===== src/rtl/mem_bus_arbiter.sv =====
// Shares one Avalon-style memory port between instruction-fetch (i) and data (d) requesters.
// Tie-break policy: fixed D-over-I by default; define ARB_ROUND_ROBIN_EN for round-robin.
module mem_bus_arbiter #(
  parameter int READ_LATENCY = 1,
  parameter int ADDR_W       = 32,
  parameter int DATA_W       = 32
) (
  input  logic                clk,
  input  logic                reset_n,
  input  logic                i_read,
  input  logic [ADDR_W-1:0]   i_address,
  output logic [DATA_W-1:0]   i_readdata,
  output logic                i_waitrequest,
  input  logic                d_read,
  input  logic                d_write,
  input  logic [DATA_W/8-1:0] d_byteenable,
  input  logic [ADDR_W-1:0]   d_address,
  input  logic [DATA_W-1:0]   d_writedata,
  output logic [DATA_W-1:0]   d_readdata,
  output logic                d_waitrequest,
  output logic                mem_read,
  output logic                mem_write,
  output logic [DATA_W/8-1:0] mem_byteenable,
  output logic [ADDR_W-1:0]   mem_address,
  output logic [DATA_W-1:0]   mem_writedata,
  input  logic [DATA_W-1:0]   mem_readdata,
  input  logic                mem_waitrequest
);

  localparam int BE_W = DATA_W / 8;
  localparam logic [2:0] CNT_INIT = 3'(READ_LATENCY - 1);

  typedef enum logic [1:0] {IDLE, CMD, WAIT_DATA, DONE} state_t;
  typedef enum logic [1:0] {GNT_NONE, GNT_I, GNT_D} grant_t;

  typedef struct packed {
    logic              rd;
    logic              wr;
    logic [BE_W-1:0]   be;
    logic [ADDR_W-1:0] addr;
    logic [DATA_W-1:0] wdata;
  } mem_cmd_t;

  state_t            state_q, state_n;
  grant_t            grant_q, grant_n;
  logic              last_d_q, last_d_n;   // 1: last completed grant was D
  logic [2:0]        cnt_q, cnt_n;
  mem_cmd_t          cmd_q, cmd_n;
  logic [DATA_W-1:0] i_rdata_q, i_rdata_n;
  logic [DATA_W-1:0] d_rdata_q, d_rdata_n;

  logic i_req, d_req, pick_d;

  assign i_req = i_read;
  assign d_req = d_read | d_write;

`ifdef ARB_ROUND_ROBIN_EN
  // On a tie the requester that did not win last time goes first.
  assign pick_d = d_req & (~i_req | ~last_d_q);
`else
  assign pick_d = d_req;
`endif

  always_ff @(posedge clk) begin
    if (!reset_n) begin
      state_q   <= IDLE;
      grant_q   <= GNT_NONE;
      last_d_q  <= 1'b1;
      cnt_q     <= '0;
      cmd_q     <= '0;
      i_rdata_q <= '0;
      d_rdata_q <= '0;
    end else begin
      state_q   <= state_n;
      grant_q   <= grant_n;
      last_d_q  <= last_d_n;
      cnt_q     <= cnt_n;
      cmd_q     <= cmd_n;
      i_rdata_q <= i_rdata_n;
      d_rdata_q <= d_rdata_n;
    end
  end

  always_comb begin
    state_n   = state_q;
    grant_n   = grant_q;
    last_d_n  = last_d_q;
    cnt_n     = cnt_q;
    cmd_n     = cmd_q;
    i_rdata_n = i_rdata_q;
    d_rdata_n = d_rdata_q;
    case (state_q)
      IDLE: begin
        if (i_req || d_req) begin
          state_n = CMD;
          if (pick_d) begin
            // A simultaneous read+write from D is a write; the read is dropped.
            grant_n     = GNT_D;
            cmd_n.wr    = d_write;
            cmd_n.rd    = ~d_write;
            cmd_n.be    = d_byteenable;
            cmd_n.addr  = d_address;
            cmd_n.wdata = d_writedata;
          end else begin
            grant_n    = GNT_I;
            cmd_n.wr   = 1'b0;
            cmd_n.rd   = 1'b1;
            cmd_n.be   = '1;
            cmd_n.addr = i_address;
          end
        end
      end
      CMD: begin
        if (!mem_waitrequest) begin
          cmd_n.rd = 1'b0;
          cmd_n.wr = 1'b0;
          if (cmd_q.wr) begin
            state_n = DONE;
          end else begin
            cnt_n   = CNT_INIT;
            state_n = WAIT_DATA;
          end
        end
      end
      WAIT_DATA: begin
        if (cnt_q == '0) begin
          if (grant_q == GNT_I) i_rdata_n = mem_readdata;
          else                  d_rdata_n = mem_readdata;
          state_n = DONE;
        end else begin
          cnt_n = cnt_q - 3'd1;
        end
      end
      DONE: begin
        last_d_n = (grant_q == GNT_D);
        grant_n  = GNT_NONE;
        state_n  = IDLE;
      end
      default: state_n = IDLE;
    endcase
  end

  assign mem_read       = cmd_q.rd;
  assign mem_write      = cmd_q.wr;
  assign mem_byteenable = cmd_q.be;
  assign mem_address    = cmd_q.addr;
  assign mem_writedata  = cmd_q.wdata;

  assign i_readdata    = i_rdata_q;
  assign d_readdata    = d_rdata_q;
  assign i_waitrequest = ~((state_q == DONE) && (grant_q == GNT_I));
  assign d_waitrequest = ~((state_q == DONE) && (grant_q == GNT_D));

endmodule


===== config.mk =====
export PLATFORM = sky130hd
export DESIGN_NAME = mem_bus_arbiter
export DESIGN_NICKNAME = d
export VERILOG_FILES = /design/src/rtl/mem_bus_arbiter.sv
export SDC_FILE = /design/constraint.sdc
export NUM_CORES = 1
export LEC_CHECK = 0
export CORE_UTILIZATION = 40
export DETAILED_ROUTE_END_ITERATION = 10
export HOLD_SLACK_MARGIN = 0.1
export PLACE_DENSITY = 0.79
export SLEW_MARGIN = 20
export SYNTH_ARGS = -nofsm -noshare
export SYNTH_HDL_FRONTEND = slang
export SYNTH_SLANG_ARGS = --single-unit

===== constraint.sdc =====
create_clock -name clk -period 3.2 [get_ports clk]
set_input_delay 0.48 -clock clk [delete_from_list [all_inputs] [get_ports clk]]
set_output_delay 0.48 -clock clk [all_outputs]
set_load 0.01 [all_outputs]

# ---- Word level (Yosys, flattened, before mapping)
# Index checks and enable logic that the tools add are counted.
dict set report op_classes {
  n_addsub 1
  n_eq_ne 10
  muxes 17
  bitwise 5
  reduce_logical 16
}
# op count
set op_table {}
lappend op_table {{$mux 70} 1}
lappend op_table {{$mux 38} 1}
lappend op_table {{$mux 32} 1}
lappend op_table {{$reduce_and 3->1} 5}
lappend op_table {{$mux 2} 6}
lappend op_table {{$ne 2x2->1 const B} 5}
lappend op_table {{$mux 3} 3}
lappend op_table {{$pmux 2 s2} 2}
lappend op_table {{$pmux 2 s4} 1}
lappend op_table {{$eq 2x2->1 const B} 3}
lappend op_table {{$pmux 3 s2} 1}
lappend op_table {{$reduce_bool 2->1} 3}
lappend op_table {{$eq 2x1->1 const B} 2}
lappend op_table {{$not 1->1} 4}
lappend op_table {{$reduce_and 2->1} 2}
lappend op_table {{$reduce_and 4->1} 1}
lappend op_table {{$logic_not 3->1} 1}
lappend op_table {{$sub 3x1->3 const B} 1}
lappend op_table {{$logic_and 1x1->1} 2}
lappend op_table {{$logic_not 2->1} 1}
lappend op_table {{$logic_or 1x1->1} 1}
lappend op_table {{$mux 1} 1}
lappend op_table {{$or 1x1->1} 1}
dict set report totals {
  regBits 141
  in_bits 138
  out_inout_bits 136
  elab_cells 59
}

# ---- Longest topological paths before layout
dict set report depth {
  word_depth 4
  depth_mapped 8
}

# ---- Worst setup path before layout
# Ideal clock, no wire load.
dict set report synth_timing {
  path_kind {flip-flop to flip-flop}
  startpoint {register state_q[0]}
  endpoint {register state_q[0]}
  t_arrival_ns 1.395
  setup_slack_ns 1.672
  stages_incl_launch_ff 7
  period_less_slack_ns 1.528
  cell_sequence {dfxtp_1 -> inv_1 -> ha_1 -> buf_2 -> or4b_1 -> a31oi_1 -> a211oi_1}
}
dict set report synth_between {
  elab_chain_cells 3
  word_cells_on_any_way 9
}
# item line_no
set synth_rtl {}
lappend synth_rtl {{start, declared} 44} ;# state_t state_q, state_n;
lappend synth_rtl {{start signal, assigned} 74} ;# state_q <= state_n;
lappend synth_rtl {{$eq 2x2->1, or another cell as far along} 92} ;# case (state_q)
lappend synth_rtl {{$ne 2x2->1 (no line)} -}
lappend synth_rtl {{$reduce_and 3->1 (no line)} -}
# Several ways; a longest one is shown, not always the timed one.
# A chain may end at the register's enable or synchronous reset.

# ---- Worst setup path after layout
dict set report layout_timing {
  startpoint {register state_q[0]}
  endpoint {output d_waitrequest}
}
dict set report layout_between {
  elab_chain_cells 3
}
# item line_no
set layout_rtl {}
lappend layout_rtl {{$eq 2x2->1} 152} ;# assign d_waitrequest = ~((state_q == DONE) && (grant_q == GNT_D));
lappend layout_rtl {{$logic_and 1x1->1} 152}
lappend layout_rtl {{$not 1->1} 152}
lappend layout_rtl {{end, declared} 20} ;# output logic d_waitrequest,
# Every way passes these cells.

==> results.yml <==
clocking:
  cts_setup_buffers: 0
  cts_made_buffers: 17
  clock_sinks: 141
  cts_tree: "yes"
  clk_latency_ns: 0.41
  clockRootBuffer: "clkbuf_16"
  clk_pin_slew_ns: 0.05
  htreeDepth: 4
  cts-hold-fix-buffers: 0
  cts_resized: 0
  clk_path_buf_depth: 2
timing:
  setup_tns_ns: 0
  setup_viol_count_final: 0
  slew_headroom_pct: 48.12
  final-hold-violation-count: 0
  fin_crit_sh_pct: 67.92
  setup_slack_ns: 1.026
  min_period_ns: 2.174
  skew_ns: 0.005248
  final_max_slew_viol_count: 0
  tightestPinTransition_ns: 0.7764
  hold_ws_ns: 0.4518
  rsz0062_at_grt: "no"
  fmax_mhz: 460.1
routing:
  ant_nets: 0
  via_count: 5810
  dr.pass1.iters: 5
  drt_iter0_drc: 338
  viasPerCell: 5.160
  routed_wl_um: 17400
  avgRoutedWirePerCell_um: 15.45
  drc: 0
synthesis:
  netlist_instances: 689
  synth.most_common_cell: "nand2_1"
  async_flop_share_pct: 0
  synth-edff-count: 0
  synth_area_leaders: "dfxtp_1, nand2_1, a21oi_1, o21ai_0, a311oi_2"
  syn_area_um2: 5728
  synth_top_area_cell: "dfxtp_1"
  ys_warn_count: 0
  synth.top_cell.area_share_pct: 49.28
  ys_types: 41
  synth_common_cells: "nand2_1, dfxtp_1, a21oi_1"
  synth.avg_cell_area_um2: 8.313
  synth_flop_cell: "dfxtp_1"
  yosysSeqAreaShare_pct: 49.28
  synth_nets: 834
  synth-seq-cells: 141
layout:
  diodes: 0
  post-route-util_pct: 65.23
  fin_area_um2: 9090
  seq_area_um2: 2823
  syn2layout_area_growth_pct: 58.69
  fin_cells: 1126
  layout-drive-gt1-share_pct: 7.505
  nets: 1080
  n_fill_cell: 1180
  multiInputGateArea_um2: 2587
floorplanning:
  die_height_um: 121.7
  die_area_um2: 14800
  core-area_um2: 13930
  start_util_pct: 41.11
  io_pins: 274
  rows: 43
  fp.dieW_um: 121.7
place:
  dp.cells: 1096
  port_buffers: 273
  placed_area_um2: 8547
  dpl_worst_slack_ns: 0.6359
  finalWeightedCongestion: 0.8106
  hpwl_um: 12360
global_route:
  grt_overflow: 0
  antenna_found_initial: 0
  grt_pass1_vias: 5475
  grt_max_degree: 64
  grt_usage_pct: 23.47
  grt_pass1_wl_um: 26920
status:
  status: "complete, no violations"
power:
  power_density_nw_per_um2: 760.4
  switching_share_pct: 33.40
  p_leak_nw: 3.186
  vdd_drop_max_mv: 0.4345
  switchingPower_mw: 2.309
  power.internal_mw: 4.603
  power.total_mw: 6.912
  power_frac_comb_pct: 39.4
  clkPwrFrac_pct: 26.3
  seqPwrFrac_pct: 34.4
worst_setup_path:
  critPathArrivalTime_ns: 1.69
  required_ns: 2.72
  worstPathMaxFanout: 5
  end_kind: "output port"
  critPathKind: "reg2out"
  start_kind: "flip-flop"
min_path:
  min-delay-path-class: "reg2reg"
job:
  max_cap_viol_count: 0
[worst max-delay path: stages, from the launching register on]
cell	delay, ns
dfxtp_1	0.34
ha_1	0.27
nand3b_1	0.10
clkdlybuf4s50_1	0.56
[state kept, by name, summed over array words and instances, names as in the netlist]
| name | cells |
|---|---|
| mem_byteenable | 4 |
| grant_q | 2 |
| mem_address | 32 |
| state_q | 2 |
| mem_read | 1 |
| d_readdata | 32 |
| cnt_q | 3 |
| i_readdata | 32 |
| mem_writedata | 32 |
| mem_write | 1 |
[path summary, 6_finish.rpt]
path | startpoint | endpoint | slack, ns | cells after the start
max | state_q[0]$_SDFFE_PN0P_ | d_waitrequest | 1.03 | 3
min | i_readdata[1]$_SDFFE_PN0P_ | i_readdata[1]$_SDFFE_PN0P_ | 0.45 | 2
max reg2reg | state_q[0]$_SDFFE_PN0P_ | mem_address[20]$_SDFFE_PN0P_ | 1.07 | 6
min reg2reg | i_readdata[1]$_SDFFE_PN0P_ | i_readdata[1]$_SDFFE_PN0P_ | 0.45 | 2
[final cells by class]
class	count	area share, %
timing repair buffer	288	31.71
sequential	141	31.05
multi-input combinational	480	28.47
clock buffer	23	5.258
tap	180	2.478
clock inverter	7	0.7158
inverter	7	0.3166
[power groups by stage]
stage / registers [mW] / logic [mW] / clock network [mW]
after CTS: 2.38 / 2.74 / 1.86
after detailed placement: 2.41 / 2.72 / 0
after floorplan: 2.56 / 1.38 / 0
after global routing: 2.42 / 2.96 / 1.92
after global placement: 2.40 / 2.68 / 0
final: 2.37 / 2.72 / 1.82
[cell families (layout without fill, tap and decap cells)]
family / Yosys count / after routing / synth area share, %
muxes: 3 / 3 / 0.5243
buffers and inverters: 68 / 325 / 5.548
AOI/OAI and AO/OA: 214 / 214 / 24.12
adders and majority gates: 7 / 7 / 1.529
DFF: 141 / 141 / 49.28
and+or+nand+nor: 256 / 256 / 19.00
[layout by cell type (no fill, tap or decap), types with 4 or more instances in the layout]
cell type	count
a311oi_1	12
o21ai_0	68
clkdlybuf4s50_1	273
nor2_1	34
a21oi_1	99
a311oi_2	20
clkbuf_16	17
clkinv_2	4
nand2_1	168
buf_4	12
inv_1	6
nand3_1	34
o221a_2	4
dfxtp_1	141
ha_1	7
[layer usage]
| metal | global-route usage [%] | part of all wire [%] | vias up |
|---|---|---|---|
| li1 | - | - | 2870 |
| met1 | 26.36 | 40 | 2680 |
| met2 | 39.88 | 49 | 235 |
| met3 | 8.708 | 8.6 | 25 |
| met4 | 9.722 | 2.1 | 0 |
| met5 | 0 | 0 | - |
Power figures use the tool's default switching activity.
==> variant 1 (same flow settings) <==
Change the parameter `DATA_W` from 32 to 64.
--- a/src/rtl/mem_bus_arbiter.sv
+++ b/src/rtl/mem_bus_arbiter.sv
@@ -3,7 +3,7 @@
 module mem_bus_arbiter #(
   parameter int READ_LATENCY = 1,
   parameter int ADDR_W       = 32,
-  parameter int DATA_W       = 32
+  parameter int DATA_W       = 64
 ) (
   input  logic                clk,
   input  logic                reset_n,
Interface: changed (7 resized); port bits go from 274 to 442. The function was not compared with the original's and may differ.
==> variant 1 against the unedited design <==
- sequential power increased by 66%
- power increased by 57%
- clock power increased by 51%
- wire length increased by 80%
- critical path type unchanged
- largest power group unchanged
- global-route usage increased by 1.5 points
- synthesized area increased by 64%
- sequential cell count increased by 100
- setup slack got worse by 130 ps
- final area increased by 62%
- critical endpoint unchanged
==> variant 1: results (changes against the unedited design) <==
- Synth Area in Compound Gates: 22.68% (-1.4 points)
- H-tree depth: 1 (-3)
- Worst-Skew Late Latency: 510 ps (+100 ps)
- Ratio of cells with drive above 1 in the final layout: 6.540% (-0.97 points)
- Vias/cell: 5.149 (-0.21%)
- Placed cell count: 1798 (+64%)
- Synth cell count leaders: nand2_1, dfxtp_1, a21oi_1
- Crit Reg-Reg Endpoint: i_readdata[62]
- Hold worst-path end: i_readdata[20]
- Peak supply drop: 0.5112 mV (+18%)
- Global-route wire length before repair: 48490 um (+80%)
- Routed wl met3: 2748 um (+83%)
- Final wirelength: 31410 um (+80%)
- Wire per inst: 17.02 um (+10%)
- Vias in the first global route: 9180 (+68%)
- GP Congestion: 0.8413 (+3.8%)
- Pleak: 5.071 nW (+59%)
- DRT iter0 DRCs: 660 (+95%)
- HPWL after DPL: 22250 um (+80%)
- Met1 Routed Length: 11940 um (+69%)
- Largest net degree at the start of global routing: 73 (+14%)
- Met1 GRT Util: 29.05% (+2.7 points)
- Outcome: complete, no violations
- Top cells by area, synth: dfxtp_1, nand2_1, a21oi_1
- Post-Syn Nets: 1337 (+60%)
- Antenna violations before repair: 4 (+4)
## variant 1: cell types whose count changed in the layout (fill, tap and decap cells not counted), moves of 24 or more
cell	delta
nand2_1	+127
a21oi_1	+96
o21ai_0	-24
o21ai_1	+56
nand3_1	+32
dfxtp_1	+100
clkdlybuf4s50_1	+168
## variant 1: cells by family (layout without fill, tap and decap cells)
| logic type | after synthesis | count (layout) |
|---|---|---|
| AND/OR/NAND/NOR | 416 | 416 |
| AO/OA/AOI/OAI | 346 | 346 |
| flip-flops | 241 | 241 |
| buffers and inverters | 111 | 516 |
| adder cells (fa/ha/maj) | 7 | 7 |
| multiplexers | 3 | 3 |
| other | 0 | 4 |
## variant 1: final cells by class
class	instances	area, sq um
well taps	313	391.6
clock buffers	38	737.0
diodes	4	10.01
inverters	7	31.28
fillers	1963	8144
clock inverters	6	35.03
flip-flops and latches	241	4825
repair buffers	465	4682
multi-input cells	772	3991
## variant 1: power groups by stage
stage | clock network (mW) | logic, mW | registers [mW]
floorplan | 0 | 2.11 | 4.22
global placement | 0 | 4.11 | 3.96
detailed placement | 0 | 4.17 | 3.98
CTS | 2.82 | 4.20 | 3.93
global route | 2.93 | 4.52 | 4.00
finish | 2.75 | 4.17 | 3.93
## variant 1: through the flow
stage	hold WS [ps]	setup WS [ps]
2_1_floorplan	434.7	1665
3_3_place_gp	439.9	830.0
4_1_cts	454.0	858.1
6_report	451.9	894.1
3_5_place_dp	446.1	772.8
5_1_grt	467.8	778.5
## variant 1: worst max-delay path: cells and delay by family (launching register included)
kind / cells / cell delay, ps
DFF: 1 / 350
buffers and inverters: 1 / 580
adders and majority gates: 1 / 280
and+or+nand+nor: 1 / 100
==> variant 2 (same flow settings) <==
Made on the original files. Re-encode `grant_t` (3 values) as one-hot, 3 bits wide.
--- a/src/rtl/mem_bus_arbiter.sv
+++ b/src/rtl/mem_bus_arbiter.sv
@@ -31,7 +31,7 @@
   localparam logic [2:0] CNT_INIT = 3'(READ_LATENCY - 1);
 
   typedef enum logic [1:0] {IDLE, CMD, WAIT_DATA, DONE} state_t;
-  typedef enum logic [1:0] {GNT_NONE, GNT_I, GNT_D} grant_t;
+  typedef enum logic [2:0] {GNT_NONE = 3'b001, GNT_I = 3'b010, GNT_D = 3'b100} grant_t;
 
   typedef struct packed {
     logic              rd;
Check against the original RTL: no difference found for any inputs over 4 cycles, from zero or initial values and one cycle with reset_n low; so few cycles prove little.
==> variant 2 against the unedited design <==
- power up 0.52%
- hold slack better by 0.97 ps
- synthesized area up 0.83%
- sequential cell count up 1
- wire length up 4.3%
- final area up 0.23%
- highest routed layer unchanged
- setup slack worse by 150 ps
- clock skew up 1.5 ps
==> variant 2: results (changes against the unedited design) <==
- Largest net degree at the start of global routing: 69 (+7.8%)
- Post-Syn Nets: 844 (+1.2%)
- Netlist cell types: 41 (unchanged)
- Vias in the first global route: 5535 (+1.1%)
- Peak supply drop: 0.4226 mV (-2.7%)
- Cell class contributing the biggest share of worst-path delay: buffers and inverters
- ANT cells: 0 (unchanged)
- Ratio of cells with drive above 1 in the final layout: 6.962% (-0.54 points)
- GP Congestion: 0.7995 (-1.4%)
- Place WS: 1038 ps (+402.6 ps)
- Placed cell count: 1096 (unchanged)
- Sequential-to-total area share from yosys stat: 49.22% (-0.059 points)
- Clock transition at path regs: around 60 ps
- Port bufs: 273 (unchanged)
- HPWL after DPL: 12480 um (+0.98%)
- Post-CTS setup buffers: 0 (unchanged)
- Clock root buffer: clkbuf_16
- WP data arrival: 1840 ps (+150 ps)
- GRT Total Usage: 24.48% (+1.0 points)
- Top cells by area, synth: dfxtp_1, a21oi_1, o21ai_0
- Worst-Skew Late Latency: 420 ps
- DRT iter0 DRCs: 476 (+41%)
- Global-route wire length before repair: 28100 um (+4.4%)
- Pleak: 3.163 nW (-0.73%)
- Outcome: complete, no violations
- Synth warn: 0 (unchanged)
- Kind of critical path: reg2out
- Vias/cell: 5.249 (+1.7%)
- Clock skew: 6.796 ps (+1.548 ps)
- Total CTS buffers: 17 (unchanged)
- Fraction of registers with async set/reset: 0% (unchanged)
- Antenna violations before repair: 0 (unchanged)
- CP Max Fanout: 7 (+2)
- Cell Area, Placed: 8567 sq um (+0.23%)
- Max incr delay on CP: 580 ps (+20 ps)
- Synth cell count leaders: dfxtp_1, nand2_1, a21oi_1
- Max-slew headroom: 49.28% (+1.2 points)
- Clock Path Buffers: 2 (unchanged)
- Mean Syn Cell Area: 8.263 sq um (-0.61%)
- Final wirelength: 18150 um (+4.3%)
- Post_cts resized: 0 (unchanged)
- First-pass DRT Iterations: 5 (unchanged)
- HP Class: reg2reg
- Via Count: 5921 (+1.9%)
variant 2: final timing paths:
check,from,to,slack [ps],cells after the start
min reg2reg,mem_writedata[3],mem_writedata[3],450,2
max reg2reg,state_q[0],d_readdata[14],1120,6
max,state_q[1],d_waitrequest,880,3
min,mem_writedata[3],mem_writedata[3],450,2
variant 2: cell families (layout without fill, tap and decap cells):
logic type	count (synthesis)	count (layout)	share of synthesized area [%]
adder cells (fa/ha/maj)	7	7	1.516
buffers and inverters	77	326	6.066
AND/OR/NAND/NOR	224	224	17.16
flip-flops	142	142	49.22
AO/OA/AOI/OAI	246	246	25.52
multiplexers	3	3	0.5200
variant 2: power by group:
part | internal (mW) | switching, mW | leakage (nW)
clock network | 1.08 | 0.738 | 0.259
logic | 1.29 | 1.44 | 1.74
registers | 2.17 | 0.215 | 1.16
variant 2: cell type report:
type	count	area [sq um]
sequential	142	2843
multi-input combinational	480	2595
timing repair buffer	287	2875
clock buffer	21	450.4
inverter	7	28.78
fill	1201	4877
tap	180	225.2
clock inverter	11	93.84
variant 2: metal layers:
metal | wire length, um | GRT usage (%)
met5 | 0 | 0
met4 | 407 | 9.375
met3 | 1614 | 9.176
met2 | 9173 | 41.91
met1 | 6956 | 27.46
variant 2: worst reg2reg max path, delay by kind of cell, from the launching register on:
| family | cells | cell delay (ps) |
|---|---|---|
| compound gates | 1 | 170 |
| flops | 1 | 340 |
| simple gates | 2 | 720 |
| buf+inv | 2 | 450 |
| fa+ha+maj | 1 | 310 |
